`config.mk`:
```
export PLATFORM = sky130hd
export DESIGN_NAME = mul_div_unit
export DESIGN_NICKNAME = d
export VERILOG_FILES = /design/src/rtl/mul_div_unit.sv
export SDC_FILE = /design/constraint.sdc
export NUM_CORES = 1
export LEC_CHECK = 0
export ABC_CLOCK_PERIOD_IN_PS = 7000
export CAP_MARGIN = 15
export CORE_ASPECT_RATIO = 1.2
export CORE_MARGIN = 2
export CORE_UTILIZATION = 30
export CTS_CLUSTER_DIAMETER = 100
export DETAILED_ROUTE_END_ITERATION = 10
export PLACE_DENSITY_LB_ADDON = 0.05
export SLEW_MARGIN = 15
export SYNTH_ARGS = -nofsm -noshare
export SYNTH_HDL_FRONTEND = slang
export SYNTH_SLANG_ARGS = --single-unit
```
`constraint.sdc`:
```
create_clock -name clock -period 7 [get_ports clock]
set_clock_uncertainty 0.05 [all_clocks]
set_input_delay 1.4 -clock clock [delete_from_list [all_inputs] [get_ports clock]]
set_output_delay 1.4 -clock clock [all_outputs]
set_load 0.02 [all_outputs]
```
`src/rtl/mul_div_unit.sv`:
```
// Multi-cycle signed multiply/divide: one bit per clock on operand magnitudes,
// sign fix-up at the end, 64-bit result split into hi/lo words.
module mul_div_unit #(
    parameter int DATA_WIDTH = 32
) (
    input  logic                  clock,
    input  logic                  clear,
    input  logic                  start,
    input  logic                  op,
    input  logic [DATA_WIDTH-1:0] a,
    input  logic [DATA_WIDTH-1:0] b,
    output logic                  busy,
    output logic                  done,
    output logic                  div_by_zero,
    output logic [DATA_WIDTH-1:0] hi,
    output logic [DATA_WIDTH-1:0] lo
);
    // state | meaning
    // IDLE  | waiting for start
    // PREP  | form magnitudes, record result signs, detect divide by zero
    // ITER  | one multiplier / quotient bit per cycle, DATA_WIDTH cycles
    // FIX   | negate where needed, load hi/lo
    // DONE  | one-cycle done pulse; start here chains the next operation
    localparam int W  = DATA_WIDTH;
    localparam int CW = $clog2(W);

    typedef enum logic [2:0] {S_IDLE, S_PREP, S_ITER, S_FIX, S_DONE} state_t;

    state_t          state_q;
    logic            op_q;
    logic [W-1:0]    a_q, b_q;
    logic [W:0]      mag_q;
    logic [2*W-1:0]  acc_q;
    logic [W:0]      rem_q;
    logic [CW-1:0]   cnt_q;
    logic            sign_lo_q, sign_hi_q, dbz_pend_q;
    logic            busy_q, done_q, dbz_q;
    logic [W-1:0]    hi_q, lo_q;

    logic [W:0]      mag_a, mag_b;
    logic [W:0]      mul_sum;
    logic [2*W-1:0]  mul_acc_d;
    logic [W+1:0]    div_shift, div_diff;
    logic [W:0]      div_rem_d;
    logic [2*W-1:0]  div_acc_d;
    logic [2*W-1:0]  prod_fix;
    logic [W-1:0]    quo_fix, rem_fix;

    // Sign-extend by one bit so the most-negative value still has a representable magnitude.
    function automatic logic [W:0] abs_ext(input logic [W-1:0] v);
        logic [W:0] s;
        s = {v[W-1], v};
        return v[W-1] ? (~s + (W+1)'(1)) : s;
    endfunction

    always_comb begin
        mag_a     = abs_ext(a_q);
        mag_b     = abs_ext(b_q);
        mul_sum   = acc_q[0] ? ({1'b0, acc_q[2*W-1:W]} + mag_q) : {1'b0, acc_q[2*W-1:W]};
        mul_acc_d = {mul_sum, acc_q[W-1:1]};
        div_shift = {rem_q, acc_q[W-1]};
        div_diff  = div_shift - {1'b0, mag_q};
        div_rem_d = div_diff[W+1] ? div_shift[W:0] : div_diff[W:0];
        div_acc_d = {acc_q[2*W-1:W], acc_q[W-2:0], ~div_diff[W+1]};
        prod_fix  = sign_lo_q ? (~acc_q + (2*W)'(1)) : acc_q;
        quo_fix   = sign_lo_q ? (~acc_q[W-1:0] + W'(1)) : acc_q[W-1:0];
        rem_fix   = sign_hi_q ? (~rem_q[W-1:0] + W'(1)) : rem_q[W-1:0];
    end

    always_ff @(posedge clock or negedge clear) begin
        if (!clear) begin
            state_q    <= S_IDLE;
            op_q       <= 1'b0;
            a_q        <= '0;
            b_q        <= '0;
            mag_q      <= '0;
            acc_q      <= '0;
            rem_q      <= '0;
            cnt_q      <= '0;
            sign_lo_q  <= 1'b0;
            sign_hi_q  <= 1'b0;
            dbz_pend_q <= 1'b0;
            busy_q     <= 1'b0;
            done_q     <= 1'b0;
            dbz_q      <= 1'b0;
            hi_q       <= '0;
            lo_q       <= '0;
        end else begin
            done_q <= 1'b0;
            case (state_q)
                S_IDLE, S_DONE: begin
                    if (start) begin
                        op_q    <= op;
                        a_q     <= a;
                        b_q     <= b;
                        dbz_q   <= 1'b0;
                        busy_q  <= 1'b1;
                        state_q <= S_PREP;
                    end else begin
                        state_q <= S_IDLE;
                    end
                end
                S_PREP: begin
                    sign_lo_q  <= a_q[W-1] ^ b_q[W-1];
                    sign_hi_q  <= op_q & a_q[W-1];
                    dbz_pend_q <= op_q & (b_q == '0);
                    mag_q      <= op_q ? mag_b : mag_a;
                    acc_q      <= {{W{1'b0}}, (op_q ? mag_a[W-1:0] : mag_b[W-1:0])};
                    rem_q      <= '0;
                    cnt_q      <= '0;
                    state_q    <= S_ITER;
                end
                S_ITER: begin
                    if (op_q) begin
                        acc_q <= div_acc_d;
                        rem_q <= div_rem_d;
                    end else begin
                        acc_q <= mul_acc_d;
                    end
                    cnt_q <= cnt_q + CW'(1);
                    if (cnt_q == CW'(W-1)) state_q <= S_FIX;
                end
                S_FIX: begin
                    if (op_q) begin
                        if (dbz_pend_q) begin
                            hi_q  <= a_q;
                            lo_q  <= '1;
                            dbz_q <= 1'b1;
                        end else begin
                            hi_q <= rem_fix;
                            lo_q <= quo_fix;
                        end
                    end else begin
                        hi_q <= prod_fix[2*W-1:W];
                        lo_q <= prod_fix[W-1:0];
                    end
                    busy_q  <= 1'b0;
                    done_q  <= 1'b1;
                    state_q <= S_DONE;
                end
                default: state_q <= S_IDLE;
            endcase
        end
    end

    assign busy        = busy_q;
    assign done        = done_q;
    assign div_by_zero = dbz_q;
    assign hi          = hi_q;
    assign lo          = lo_q;
endmodule

```
Yosys cells after proc, flatten, opt, wreduce, memory -nomap -nowiden
Index checks and enable logic that the tools add are counted.
W data, S select, Z words.
Storage, ports and cells
  bits in registers: 273
  logic and storage cells: 83
Cells by class
  $add $sub $neg: 8
  eq/ne operators: 11
  multiplexer cells: 28
  bitwise logic cells: 9
  reductions and logical operators: 10
Operators by type and width (number)
  $mux W32: 7
  $mux W33: 6
  $mux W64: 2
  $pmux W64 S2: 1
  $add A33 B1 Y33 const B: 2
  $not A33 Y33: 2
  $pmux W33 S2: 1
  $add A32 B1 Y32 const B: 2
  $add A64 B1 Y64 const B: 1
  $not A32 Y32: 2
  $not A64 Y64: 1
  $sub A34 B33 Y34: 1
  $add A32 B33 Y33: 1
  $logic_not A32 Y1: 1
  $ne A2 B2 Y1 const B: 6
  $pmux W3 S4: 1
  $pmux W5 S2: 1
  $reduce_and A2 Y1: 4
  $eq A3 B2 Y1 const B: 2
  $mux W1: 6
  $add A5 B1 Y5 const B: 1
  $eq A5 B5 Y1 const B: 1
  $pmux W1 S2: 2
  $reduce_and A4 Y1: 1
  other kinds (9): 11

Logic depth before layout (Yosys ltp)
Gate-level depths: netlist of the first run.
  depth after elaboration: 5
  gate-level depth with buffers: 13
  gate-level depth less buffers: 13

Worst setup path after synthesis of the first run
OpenSTA, ideal clock, no wires.
  kind: register to register
  from: register acc_q[31]
  to: register rem_q[30]
  library setup time: 0.124 ns
  arrival time: 3.181 ns
  required time: 6.826 ns
  slack: 3.645 ns
  cell stages (with the launch flop): 14
  buffers on the path: 0
  path through: dfrtp_1 inv_1 ha_1 inv_1 fa_1 a211oi_1 o21bai_1 or4_1 a31oi_1 o21a_1 o21ai_0 a221oi_1 a31oi_1 a211o_1
Between the ends
  longest elaborated chain between the ends: 4
RTL lines
  start: declaration: line 33  | logic [2*W-1:0] acc_q;
  start signal: assignment: line 108  | acc_q <= {{W{1'b0}}, (op_q ? mag_a[W-1:0] : mag_b[W-1:0])};
  start signal: assignment: line 115  | acc_q <= div_acc_d;
  start signal: assignment: line 118  | acc_q <= mul_acc_d;
  $sub A34 B33 Y34: line 62  | div_diff = div_shift - {1'b0, mag_q};
  $mux W33: line 63  | div_rem_d = div_diff[W+1] ? div_shift[W:0] : div_diff[W:0];
  $mux W33: line 114  | if (op_q) begin
  $pmux W33 S2: line 90  | case (state_q)
  end signal: assignment: line 116  | rem_q <= div_rem_d;
  end: declaration: line 34  | logic [W:0] rem_q;
No other way between the ends. The select of a mux whose other input is x is not followed.
A chain may end at the register's enable or synchronous reset.

Final worst setup path of the first run
Ends and elaborated chain as after synthesis.

==> results of run 1 <==
path summary, 6_finish.rpt:
| path | startpoint | slack, ns | endpoint |
|---|---|---|---|
| worst max-delay path | acc_q[31]$_DFFE_PN0P_ | 2.90 | rem_q[30]$_DFFE_PN0P_ |
| worst min-delay path | busy$_DFFE_PN0P_ | 0.43 | busy$_DFFE_PN0P_ |
| worst max register to register | acc_q[31]$_DFFE_PN0P_ | 2.90 | rem_q[30]$_DFFE_PN0P_ |
| worst min register to register | busy$_DFFE_PN0P_ | 0.43 | busy$_DFFE_PN0P_ |
| max in group asynchronous | clear | 4.55 | op_q$_DFFE_PN0P_ |
| min in group asynchronous | clear | 0.81 | lo[26]$_DFFE_PN0P_ |
worst max-delay path, cell delays in order (launching register included):
cell	delay, ns
dfrtp_1	0.41
inv_1	0.13
ha_1	0.20
inv_1	0.06
fa_1	0.42
a211oi_1	0.22
o21bai_1	0.13
or4_1	0.45
a31oi_1	0.55
o21a_1	0.33
o21ai_0	0.25
a221oi_1	0.30
a31oi_1	0.13
a211o_1	0.32
placed cells by master, fill, tap and decap left out, types with 42 or more instances in the layout:
cell             netlist  final
dfrtp_1              273    270
nand2_1              237    237
o21ai_0              233    233
a21oi_1              176    175
nor2_1               140    140
clkdlybuf4s50_1        0    133
xor2_1               112    112
xnor2_1               95     95
nand3_1               91     91
mux2i_1               86     86
mux2_2                73     73
ha_1                  71     71
inv_1                 64     63
o31ai_1               46     46
o211ai_1              42     42
registers in the layout, summed over array words and instances, names as in the netlist:
name	count
acc_q	64
mag_q	33
rem_q	33
a_q	32
b_q	32
hi	32
lo	32
cnt_q	5
state_q	3
busy	1
dbz_pend_q	1
div_by_zero	1
done	1
op_q	1
sign_hi_q	1
sign_lo_q	1
Yosys cell counts, types with 22 or more instances:
cell type / instances / share of area [%]
nand2_1: 237 / 4.7
o21ai_0: 233 / 6.1
nor3_1: 22 / 0.58
o41ai_1: 25 / 1.1
dfrtp_1: 273 / 36
mux2i_1: 86 / 4.5
mux2_2: 73 / 4.3
o211ai_1: 42 / 1.6
a21oi_1: 176 / 4.6
nor2_1: 140 / 2.7
inv_1: 64 / 1.3
nand3_1: 91 / 2.4
xor2_1: 112 / 5.1
a21o_1: 24 / 0.94
xnor2_1: 95 / 4.4
o31ai_1: 46 / 1.8
ha_1: 71 / 4.6
a211oi_1: 32 / 1.3
clkbuf_1: 124 / 2.4
metrics by stage:
stage	setup slack (ns)	area, um2	cells
floorplan	3.64	19100	2225
global placement	2.98	21200	3068
detailed placement	2.94	21200	3068
CTS	2.89	22300	3128
global route	2.53	22300	3128
finish	2.90	22300	3128
final cells by class:
cell class	count	share of cell area (%)
flip-flops and latches	273	30.6
inverters	65	1.09
repair buffers	160	6.90
clock buffers	53	4.82
multi-input cells	1746	51.6
well taps	824	4.62
clock inverters	7	0.342
per-layer routing:
metal  global-route usage [%]  vias up
met5                        0        -
met4                     8.79        0
met3                     2.36      107
met2                     38.6      352
met1                     28.3     8293
li1                         -     8158
logic make-up (layout without fill, tap and decap cells):
family / count (synthesis) / after routing / synth area share (%)
fa+ha+maj: 73 / 73 / 4.86
flops: 273 / 273 / 35.7
mux: 159 / 159 / 8.81
xor+xnor: 207 / 207 / 9.49
compound gates: 681 / 681 / 21.7
buf+inv: 206 / 285 / 4.11
simple gates: 626 / 626 / 15.3
where the power goes:
part           internal, mW  switching, mW  total, mW
Sequential             2.22           1.09       3.31
Clock                  1.10          0.761       1.86
Combinational          2.38           3.63       6.01
Total                  5.70           5.48       11.2
==> insert_results.sql, run 1 <==
INSERT INTO impl_metrics (metric_group, metric, value, unit) VALUES
('outcome', 'status', 'finished clean', ''),
('global_routing', 'wire_length_of_the_first_global_routing_pass', '110000', 'um'),
('worst_setup_path', 'setup.worst_path.end_class', 'register', ''),
('sta', 'final_max_slew_viol_count', '0', ''),
('global_routing', 'grt_max_degree', '85', ''),
('worst_hold_path', 'hold_depth', '1', ''),
('cells_and_area', 'register_area', '6840', 'um2'),
('clocking', 'cts_clock_pin_slew_for_the_worst_setup_and_hold_paths', '0.06', 'ns'),
('floorplan', 'rows', '101', ''),
('worst_setup_path', 'worst_setup_path_category', 'reg2reg', ''),
('sta', 'fin_crit_sh', '58.5', '%'),
('detailed_routing', 'wl_met1', '31000', 'um'),
('floorplan', 'starting_density', '30.2', '%'),
('power_and_ir_drop', 'finalPower', '11.2', 'mW'),
('detailed_routing', 'final_wirelength', '73100', 'um'),
('synth', 'synth.net_count', '2366', ''),
('placement', 'detailedPlacementHpwl', '54800', 'um'),
('sta', 'finalHoldViolCount', '0', ''),
('placement', 'port_buffers', '134', ''),
('floorplan', 'die_height', '280', 'um'),
('detailed_routing', 'ant_nets', '0', ''),
('global_routing', 'number_of_global_route_vias_before_repair', '16800', ''),
('clocking', 'cts.hold.buffers_added', '0', ''),
('power_and_ir_drop', 'max-vdd-ir-drop', '186', 'uV'),
('floorplan', 'die_area', '65700', 'um2'),
('cells_and_area', 'final_net_count', '2423', ''),
('worst_setup_path', 'crit_path_max_fanout', '6', ''),
('cells_and_area', 'share_of_layout_cells_above_drive_strength_1', '7.86', '%'),
('global_routing', 'antenna_found_initial', '1', ''),
('sta', 'rsz0062_at_grt', 'no', ''),
('worst_setup_path', 'cp_data_arrival_time', '4.48', 'ns'),
('synth', 'post_synth.cell_area_avg', '8.59', 'um2'),
('sta', 'finalSetupViolCount', '0', ''),
('cells_and_area', 'area.growth.synth_to_final', '16.9', '%'),
('clocking', 'htree_levels', '2', ''),
('power_and_ir_drop', 'cellLeakagePower', '9.06', 'nW'),
('sta', 'totalNegativeSetupSlack', '0', 'ns'),
('detailed_routing', 'drtIter0Drc', '1051', ''),
('detailed_routing', 'route.detailed.wl_per_inst', '23.4', 'um'),
('clocking', 'cts-buffers-inserted', '36', ''),
('synth', 'synth_top_flop_cell', 'dfrtp_1', ''),
('global_routing', 'grt_overflow', '0', ''),
('detailed_routing', 'vias', '16900', ''),
('clocking', 'cts.repair_timing.setup_buffer_count', '0', ''),
('worst_hold_path', 'timing.hold.worst.class', 'reg2reg', ''),
('detailed_routing', 'first_pass_iters', '5', ''),
('cells_and_area', 'fin_util', '35.3', '%'),
('clocking', 'cts_num_sinks', '273', ''),
('detailed_routing', 'maxUsedRoutingLayer', 'met4', ''),
('power_and_ir_drop', 'power.density', '501', 'nW/um2'),
('global_routing', 'grt_usage', '22.3', '%'),
('synth', 'mappedNetlistArea', '19100', 'um2'),
('worst_setup_path', 'worstSetupStartpointType', 'register', ''),
('clocking', 'clock_path_buffers', '3', ''),
('synth', 'post_synth_num_cell_types', '71', ''),
('placement', 'gp_congestion', '0.895', ''),
('clocking', 'clock-root-buffer', 'clkbuf_16', ''),
('sta', 'hold_ws', '0.433', 'ns'),
('clocking', 'worstSkewPairLatency', '0.56', 'ns'),
('synth', 'synth-edff-count', '0', ''),
('clocking', 'clock_tree_from_tritoncts', 'built', ''),
('detailed_routing', 'number_of_vias_per_cell', '5.41', ''),
('synth', 'synthesis.yosys.warnings', '0', ''),
('synth', 'synth-async-reset-ratio', '100', '%'),
('clocking', 'ctsResizeCount', '0', ''),
('floorplan', 'dieWidth', '234', 'um'),
('detailed_routing', 'detailroute.wirelength.met3', '2460', 'um'),
('cells_and_area', 'antenna-diode-count', '0', ''),
('sta', 'period_needed', '4.10', 'ns'),
('flow_run', 'maxCapViolations', '0', ''),
('worst_setup_path', 'reg2reg_depth', '13', ''),
('floorplan', 'core_area', '63200', 'um2'),
('worst_setup_path', 'critPathRequiredTime', '7.38', 'ns'),
('cells_and_area', 'number_of_inserted_filler_cells_in_the_final_layout', '6624', ''),
('sta', 'achievable-frequency', '244', 'MHz'),
('sta', 'slew-limit-headroom', '24.2', '%'),
('synth', 'netlist_instances', '2225', ''),
('detailed_routing', 'drcViolationCount', '0', ''),
('cells_and_area', 'multiInputGateArea', '11500', 'um2'),
('synth', 'ys_seq_elements', '273', ''),
('detailed_routing', 'met2RoutedLength', '36500', 'um'),
('floorplan', 'top_level_ports', '135', ''),
('sta', 'max_slew.worst_pin.slew', '1.14', 'ns'),
('synth', 'yosysSeqAreaShare', '35.7', '%');
Power figures use the tool's default switching activity.
==> run 2, diff against run 1 <==
ABC_CLOCK_PERIOD_IN_PS = 3710   (was 7000)
clock period = 3.71 ns   (was 7 ns; I/O delays follow)
==> insert_results.sql, run 2 (same netlist as run 1, synthesis figures left out) <==
INSERT INTO impl_metrics (metric_group, metric, value, unit) VALUES
('flow_run', 'maxCapViolations', '0', ''),
('placement', 'port_buffers', '134', ''),
('global_routing', 'antenna_found_initial', '0', ''),
('clocking', 'cts-buffers-inserted', '37', ''),
('cells_and_area', 'area.growth.synth_to_final', '22.4', '%'),
('worst_setup_path', 'worstSetupStartpointType', 'register', ''),
('sta', 'slew-limit-headroom', '26.7', '%'),
('floorplan', 'die_height', '280', 'um'),
('clocking', 'cts.hold.buffers_added', '0', ''),
('global_routing', 'grt_max_degree', '123', ''),
('sta', 'rsz0062_at_grt', 'no', ''),
('detailed_routing', 'ant_nets', '0', ''),
('clocking', 'htree_levels', '2', ''),
('detailed_routing', 'route.detailed.wl_per_inst', '23.6', 'um'),
('power_and_ir_drop', 'power.density', '947', 'nW/um2'),
('cells_and_area', 'fin_util', '37.0', '%'),
('worst_setup_path', 'cp_data_arrival_time', '4.01', 'ns'),
('sta', 'period_needed', '3.56', 'ns'),
('cells_and_area', 'final_net_count', '2533', ''),
('detailed_routing', 'first_pass_iters', '5', ''),
('global_routing', 'grt_overflow', '0', ''),
('sta', 'fin_crit_sh', '96.0', '%'),
('placement', 'gp_congestion', '0.872', ''),
('sta', 'achievable-frequency', '281', 'MHz'),
('detailed_routing', 'met2RoutedLength', '38500', 'um'),
('clocking', 'worstSkewPairLatency', '0.57', 'ns'),
('worst_setup_path', 'worst_setup_path_category', 'reg2reg', ''),
('clocking', 'clock_path_buffers', '3', ''),
('clocking', 'cts_clock_pin_slew_for_the_worst_setup_and_hold_paths', '0.06', 'ns'),
('detailed_routing', 'detailroute.wirelength.met3', '2280', 'um'),
('clocking', 'cts_num_sinks', '273', ''),
('floorplan', 'top_level_ports', '135', ''),
('floorplan', 'core_area', '63200', 'um2'),
('power_and_ir_drop', 'finalPower', '22.2', 'mW'),
('outcome', 'status', 'finished clean', ''),
('worst_hold_path', 'timing.hold.worst.class', 'in2async', ''),
('global_routing', 'grt_usage', '23.4', '%'),
('cells_and_area', 'design_area', '23400', 'um2'),
('detailed_routing', 'maxUsedRoutingLayer', 'met4', ''),
('sta', 'max_slew.worst_pin.slew', '1.10', 'ns'),
('power_and_ir_drop', 'cellLeakagePower', '9.69', 'nW'),
('floorplan', 'starting_density', '30.2', '%'),
('power_and_ir_drop', 'max-vdd-ir-drop', '513', 'uV'),
('sta', 'final_max_slew_viol_count', '0', ''),
('worst_setup_path', 'setup.worst_path.end_class', 'register', ''),
('detailed_routing', 'drcViolationCount', '0', ''),
('detailed_routing', 'vias', '17400', ''),
('global_routing', 'wire_length_of_the_first_global_routing_pass', '115000', 'um'),
('floorplan', 'die_area', '65700', 'um2'),
('sta', 'finalSetupViolCount', '0', ''),
('cells_and_area', 'number_of_inserted_filler_cells_in_the_final_layout', '6523', ''),
('cells_and_area', 'top_register', 'acc_q', ''),
('detailed_routing', 'wl_met1', '32600', 'um'),
('cells_and_area', 'largest_register_ffs', '64', ''),
('detailed_routing', 'final_wirelength', '76600', 'um'),
('cells_and_area', 'antenna-diode-count', '0', ''),
('clocking', 'clock_tree_from_tritoncts', 'built', ''),
('cells_and_area', 'registers_with_the_highest_flip_flop_counts', 'acc_q x64, mag_q x33, rem_q x33', ''),
('global_routing', 'number_of_global_route_vias_before_repair', '17300', ''),
('cells_and_area', 'layout_commonest_cell', 'dfrtp_1', ''),
('worst_setup_path', 'r2r_setup_slack', '0.15', 'ns'),
('floorplan', 'rows', '101', ''),
('detailed_routing', 'drtIter0Drc', '1030', ''),
('sta', 'finalHoldViolCount', '0', ''),
('worst_setup_path', 'critPathRequiredTime', '4.16', 'ns'),
('cells_and_area', 'share_of_layout_cells_above_drive_strength_1', '12.5', '%'),
('clocking', 'clock-root-buffer', 'clkbuf_16', ''),
('worst_setup_path', 'crit_path_max_fanout', '6', ''),
('detailed_routing', 'number_of_vias_per_cell', '5.37', ''),
('cells_and_area', 'most-common-layout-cells', 'dfrtp_1, nand2_1, o21ai_0', ''),
('floorplan', 'dieWidth', '234', 'um'),
('placement', 'detailedPlacementHpwl', '58800', 'um'),
('placement', 'detailed_place.area', '22100', 'um2');
[run 2: cell types whose count changed in the layout (fill, tap and decap cells not counted), sizes merged]
cell and delta:
buf +109, bufinv +4, clkbuf -8, clkinv +8, inv +1
[run 2: report_power, final]
group          total [mW]  internal, mW  switching (mW)
registers            5.93          4.20            1.73
clock network        3.76          2.25            1.50
logic                12.5          5.04            7.43
total                22.2          11.5            10.7
[run 2: layer usage]
layer | GRT usage, % | vias up
met5 | 0 | -
met4 | 8.95 | 0
met3 | 2.23 | 110
met2 | 41.2 | 382
met1 | 29.3 | 8521
li1 | - | 8382
[run 2: what timing repair did]
| item | 4_1_cts | 5_1_grt |
|---|---|---|
| hold endpoints to repair | 0 | 0 |
| setup endpoints to repair | 0 | 13 |
| buffers inserted | 0 | 0 |
| gates resized for setup | 0 | 6 |
[run 2: worst max-delay path: stages, from the launching register on]
cell and delay (ns):
dfrtp_1 0.47, ha_1 0.31, a21o_1 0.19, a21oi_1 0.30, o21ai_0 0.20, a31oi_1 0.31, a31oi_1 0.31, a2111oi_0 0.83
o31ai_1 0.18, mux2_2 0.30, nand2_1 0.06
[run 2: layout make-up]
cell class	count	area, um2	area share (%)
Tap cell	824	1030	4.41
Multi-Input combinational cell	1746	11600	49.4
Inverter	65	244	1.04
Clock buffer	45	986	4.21
Sequential cell	273	6840	29.2
Clock inverter	20	256	1.10
Timing Repair Buffer	269	2480	10.6
[run 2: path summary, 6_finish.rpt]
path                                             from                    end  cells after the start
worst max-delay path            acc_q[33]$_DFFE_PN0P_  acc_q[60]$_DFFE_PN0P_                     10
worst min-delay path                            clear   cnt_q[3]$_DFFE_PN0P_                      1
worst max register to register  acc_q[33]$_DFFE_PN0P_  acc_q[60]$_DFFE_PN0P_                     10
worst min register to register     hi[11]$_DFFE_PN0P_     hi[11]$_DFFE_PN0P_                      2
max in group asynchronous                       clear  rem_q[25]$_DFFE_PN0P_                      2
min in group clock                 hi[11]$_DFFE_PN0P_     hi[11]$_DFFE_PN0P_                      2
[run 2: stage by stage]
step / hold slack [ns] / setup WS, ns / cells / setup TNS, ns
3_5_place_dp: 0.427 / 0.0476 / 3177 / 0
3_3_place_gp: 0.418 / -0.00848 / 3177 / -0.00848
5_1_grt: 0.146 / 0.00189 / 3242 / 0
4_1_cts: 0.120 / 0.0209 / 3242 / 0
2_1_floorplan: 0.396 / 0.355 / 2225 / 0
6_report: 0.0987 / 0.147 / 3242 / 0
==> run 3, diff against run 2 <==
GPL_ROUTABILITY_DRIVEN = 0   (was not set)
==> insert_results.sql, run 3 (same netlist as run 1, synthesis figures left out) <==
INSERT INTO impl_metrics (metric_group, metric, value, unit) VALUES
('clocking', 'clock-root-buffer', 'clkbuf_16', ''),
('clocking', 'cts_num_sinks', '273', ''),
('worst_setup_path', 'worstSetupStartpointType', 'register', ''),
('cells_and_area', 'most-common-layout-cells', 'dfrtp_1, nand2_1, o21ai_0', ''),
('clocking', 'clock_tree_from_tritoncts', 'built', ''),
('power_and_ir_drop', 'cellLeakagePower', '9.67', 'nW'),
('sta', 'max_slew.worst_pin.slew', '1.16', 'ns'),
('cells_and_area', 'multiInputGateArea', '11600', 'um2'),
('cells_and_area', 'largest_register_ffs', '64', ''),
('cells_and_area', 'number_of_inserted_filler_cells_in_the_final_layout', '6576', ''),
('cells_and_area', 'register_area', '6840', 'um2'),
('floorplan', 'die_area', '65700', 'um2'),
('sta', 'fin_crit_sh', '96.7', '%'),
('worst_setup_path', 'worstReg2RegEnd', 'rem_q[0]$_DFFE_PN0P_', ''),
('sta', 'achievable-frequency', '279', 'MHz'),
('clocking', 'worstSkewPairLatency', '0.56', 'ns'),
('outcome', 'status', 'finished clean', ''),
('floorplan', 'die_height', '280', 'um'),
('worst_setup_path', 'critPathRequiredTime', '4.14', 'ns'),
('detailed_routing', 'route.detailed.wl_per_inst', '23.5', 'um'),
('cells_and_area', 'share_of_layout_cells_above_drive_strength_1', '12.5', '%'),
('worst_setup_path', 'critical_path.slowest_cell', 'o211ai_1', ''),
('placement', 'port_buffers', '134', ''),
('floorplan', 'starting_density', '30.2', '%'),
('worst_setup_path', 'critical_path.max_stage_delay', '0.39', 'ns'),
('detailed_routing', 'first_pass_iters', '5', ''),
('detailed_routing', 'number_of_vias_per_cell', '5.37', ''),
('clocking', 'clock_path_buffers', '3', ''),
('placement', 'place_ws', '-0.0408', 'ns'),
('sta', 'rsz0062_at_grt', 'no', ''),
('sta', 'finalHoldViolCount', '0', ''),
('worst_setup_path', 'crit_path_max_fanout', '25', ''),
('cells_and_area', 'top_register', 'acc_q', ''),
('sta', 'finalSetupViolCount', '0', ''),
('worst_setup_path', 'setup.worst_path.end_class', 'register', ''),
('worst_setup_path', 'cp_data_arrival_time', '4.01', 'ns'),
('floorplan', 'core_area', '63200', 'um2'),
('clocking', 'cts_clock_pin_slew_for_the_worst_setup_and_hold_paths', '0.06', 'ns'),
('sta', 'worst_setup_margin', '0.123', 'ns'),
('detailed_routing', 'ant_nets', '0', ''),
('worst_setup_path', 'rr_startpoint', 'mag_q[1]$_DFFE_PN0P_', ''),
('worst_setup_path', 'path_buf_inv', '2', ''),
('global_routing', 'grt_max_degree', '86', ''),
('cells_and_area', 'layout_commonest_cell', 'dfrtp_1', ''),
('global_routing', 'grt_usage', '23.2', '%'),
('cells_and_area', 'antenna-diode-count', '0', ''),
('sta', 'slew-limit-headroom', '22.5', '%'),
('power_and_ir_drop', 'max-vdd-ir-drop', '366', 'uV'),
('flow_run', 'maxCapViolations', '0', ''),
('global_routing', 'grt_overflow', '0', ''),
('power_and_ir_drop', 'power.density', '945', 'nW/um2'),
('sta', 'totalNegativeSetupSlack', '0', 'ns'),
('cells_and_area', 'area.growth.synth_to_final', '22.2', '%'),
('worst_hold_path', 'timing.hold.worst.class', 'in2async', ''),
('global_routing', 'antenna_found_initial', '0', ''),
('worst_setup_path', 'worst_setup_path_category', 'reg2reg', ''),
('floorplan', 'dieWidth', '234', 'um'),
('worst_setup_path', 'reg2reg_depth', '12', ''),
('sta', 'period_needed', '3.59', 'ns'),
('detailed_routing', 'final_wirelength', '76100', 'um'),
('cells_and_area', 'final_net_count', '2529', ''),
('global_routing', 'wire_length_of_the_first_global_routing_pass', '114000', 'um'),
('worst_setup_path', 'r2r_setup_slack', '0.12', 'ns'),
('floorplan', 'top_level_ports', '135', ''),
('detailed_routing', 'vias', '17400', ''),
('clocking', 'cts.hold.buffers_added', '0', ''),
('detailed_routing', 'drcViolationCount', '0', ''),
('power_and_ir_drop', 'finalPower', '22.1', 'mW'),
('floorplan', 'rows', '101', ''),
('clocking', 'cts-buffers-inserted', '37', ''),
('detailed_routing', 'drtIter0Drc', '1093', ''),
('placement', 'detailedPlacementHpwl', '58200', 'um'),
('global_routing', 'number_of_global_route_vias_before_repair', '17600', ''),
('worst_setup_path', 'cp_cell_sequence', 'inv_1 -> ha_1 -> nor2b_1 -> o31a_1 -> a21oi_1 -> o211ai_1 -> a31o_2 -> o21a_1 -> o311ai_4 -> buf_12 -> mux2_2 -> o21ai_0', ''),
('clocking', 'htree_levels', '2', ''),
('sta', 'hold_ws', '0.150', 'ns'),
('sta', 'final_max_slew_viol_count', '0', ''),
('worst_setup_path', 'worst_path_dominant_cell_family', 'compound AO/OA/AOI/OAI gates', ''),
('cells_and_area', 'registers_with_the_highest_flip_flop_counts', 'acc_q x64, mag_q x33, rem_q x33', '');
==> run 3: cell count changes in the layout (fill, tap and decap cells not counted), moves of 2 or more <==
cell       previous run  this run
buf_12               10         8
buf_4               125       123
bufinv_16             5         1
clkbuf_1              5         7
clkbuf_16            37        39
clkbuf_8              3        11
clkinv_2              9         4
or4_1                20        18
or4_4                 4         6
==> run 3: power by group <==
part | switching [mW] | internal, mW | leakage, nW | total, mW
Clock | 1.47 | 2.21 | 0.607 | 3.68
Combinational | 7.39 | 5.05 | 5.68 | 12.4
Sequential | 1.75 | 4.20 | 3.38 | 5.95
Total | 10.6 | 11.5 | 9.67 | 22.1
==> run 3: repair_timing <==
action                     4_1_cts  5_1_grt
pin swaps                        0        2
setup buffers                    0        0
gates resized for setup          2        8
setup endpoints to repair        2        6
gates cloned                     0        0
==> run 3: per-layer routing <==
metal	vias up	GRT usage [%]	part of all wire, %
li1	8365	-	-
met1	8606	28.1	42
met2	329	41.6	51
met3	105	2.68	3.0
met4	0	8.81	4.1
met5	-	0	0
==> run 3: how the worst max path moves through the flow <==
stage,startpoint,to,slack (ns),depth (start not counted)
after floorplan,acc_q[31]$_DFFE_PN0P_,rem_q[30]$_DFFE_PN0P_,0.35,13
final,mag_q[1]$_DFFE_PN0P_,rem_q[0]$_DFFE_PN0P_,0.12,12
after detailed placement,acc_q[50]$_DFFE_PN0P_,hi[29]$_DFFE_PN0P_,-0.04,9
after global placement,acc_q[50]$_DFFE_PN0P_,hi[29]$_DFFE_PN0P_,-0.01,9
after CTS,acc_q[31]$_DFFE_PN0P_,rem_q[30]$_DFFE_PN0P_,0.08,14
after global routing,acc_q[9]$_DFFE_PN0P_,hi[10]$_DFFE_PN0P_,0.005,10
==> run 3: per-stage QoR <==
stage               cell area, um2  util [%]  std cells
finish                       23400      37.0       3240
CTS                          23300      36.9       3240
detailed placement           22100      34.9       3173
floorplan                    19100         -       2225
global placement             22100      34.9       3173
global route                 23400      37.0       3240
==> run 3: final cells by class <==
| cell class | count | share of cell area [%] |
|---|---|---|
| clock inverters | 10 | 0.386 |
| inverters | 65 | 1.04 |
| clock buffers | 57 | 4.94 |
| flip-flops and latches | 273 | 29.3 |
| well taps | 824 | 4.42 |
| repair buffers | 265 | 10.4 |
| multi-input cells | 1746 | 49.5 |
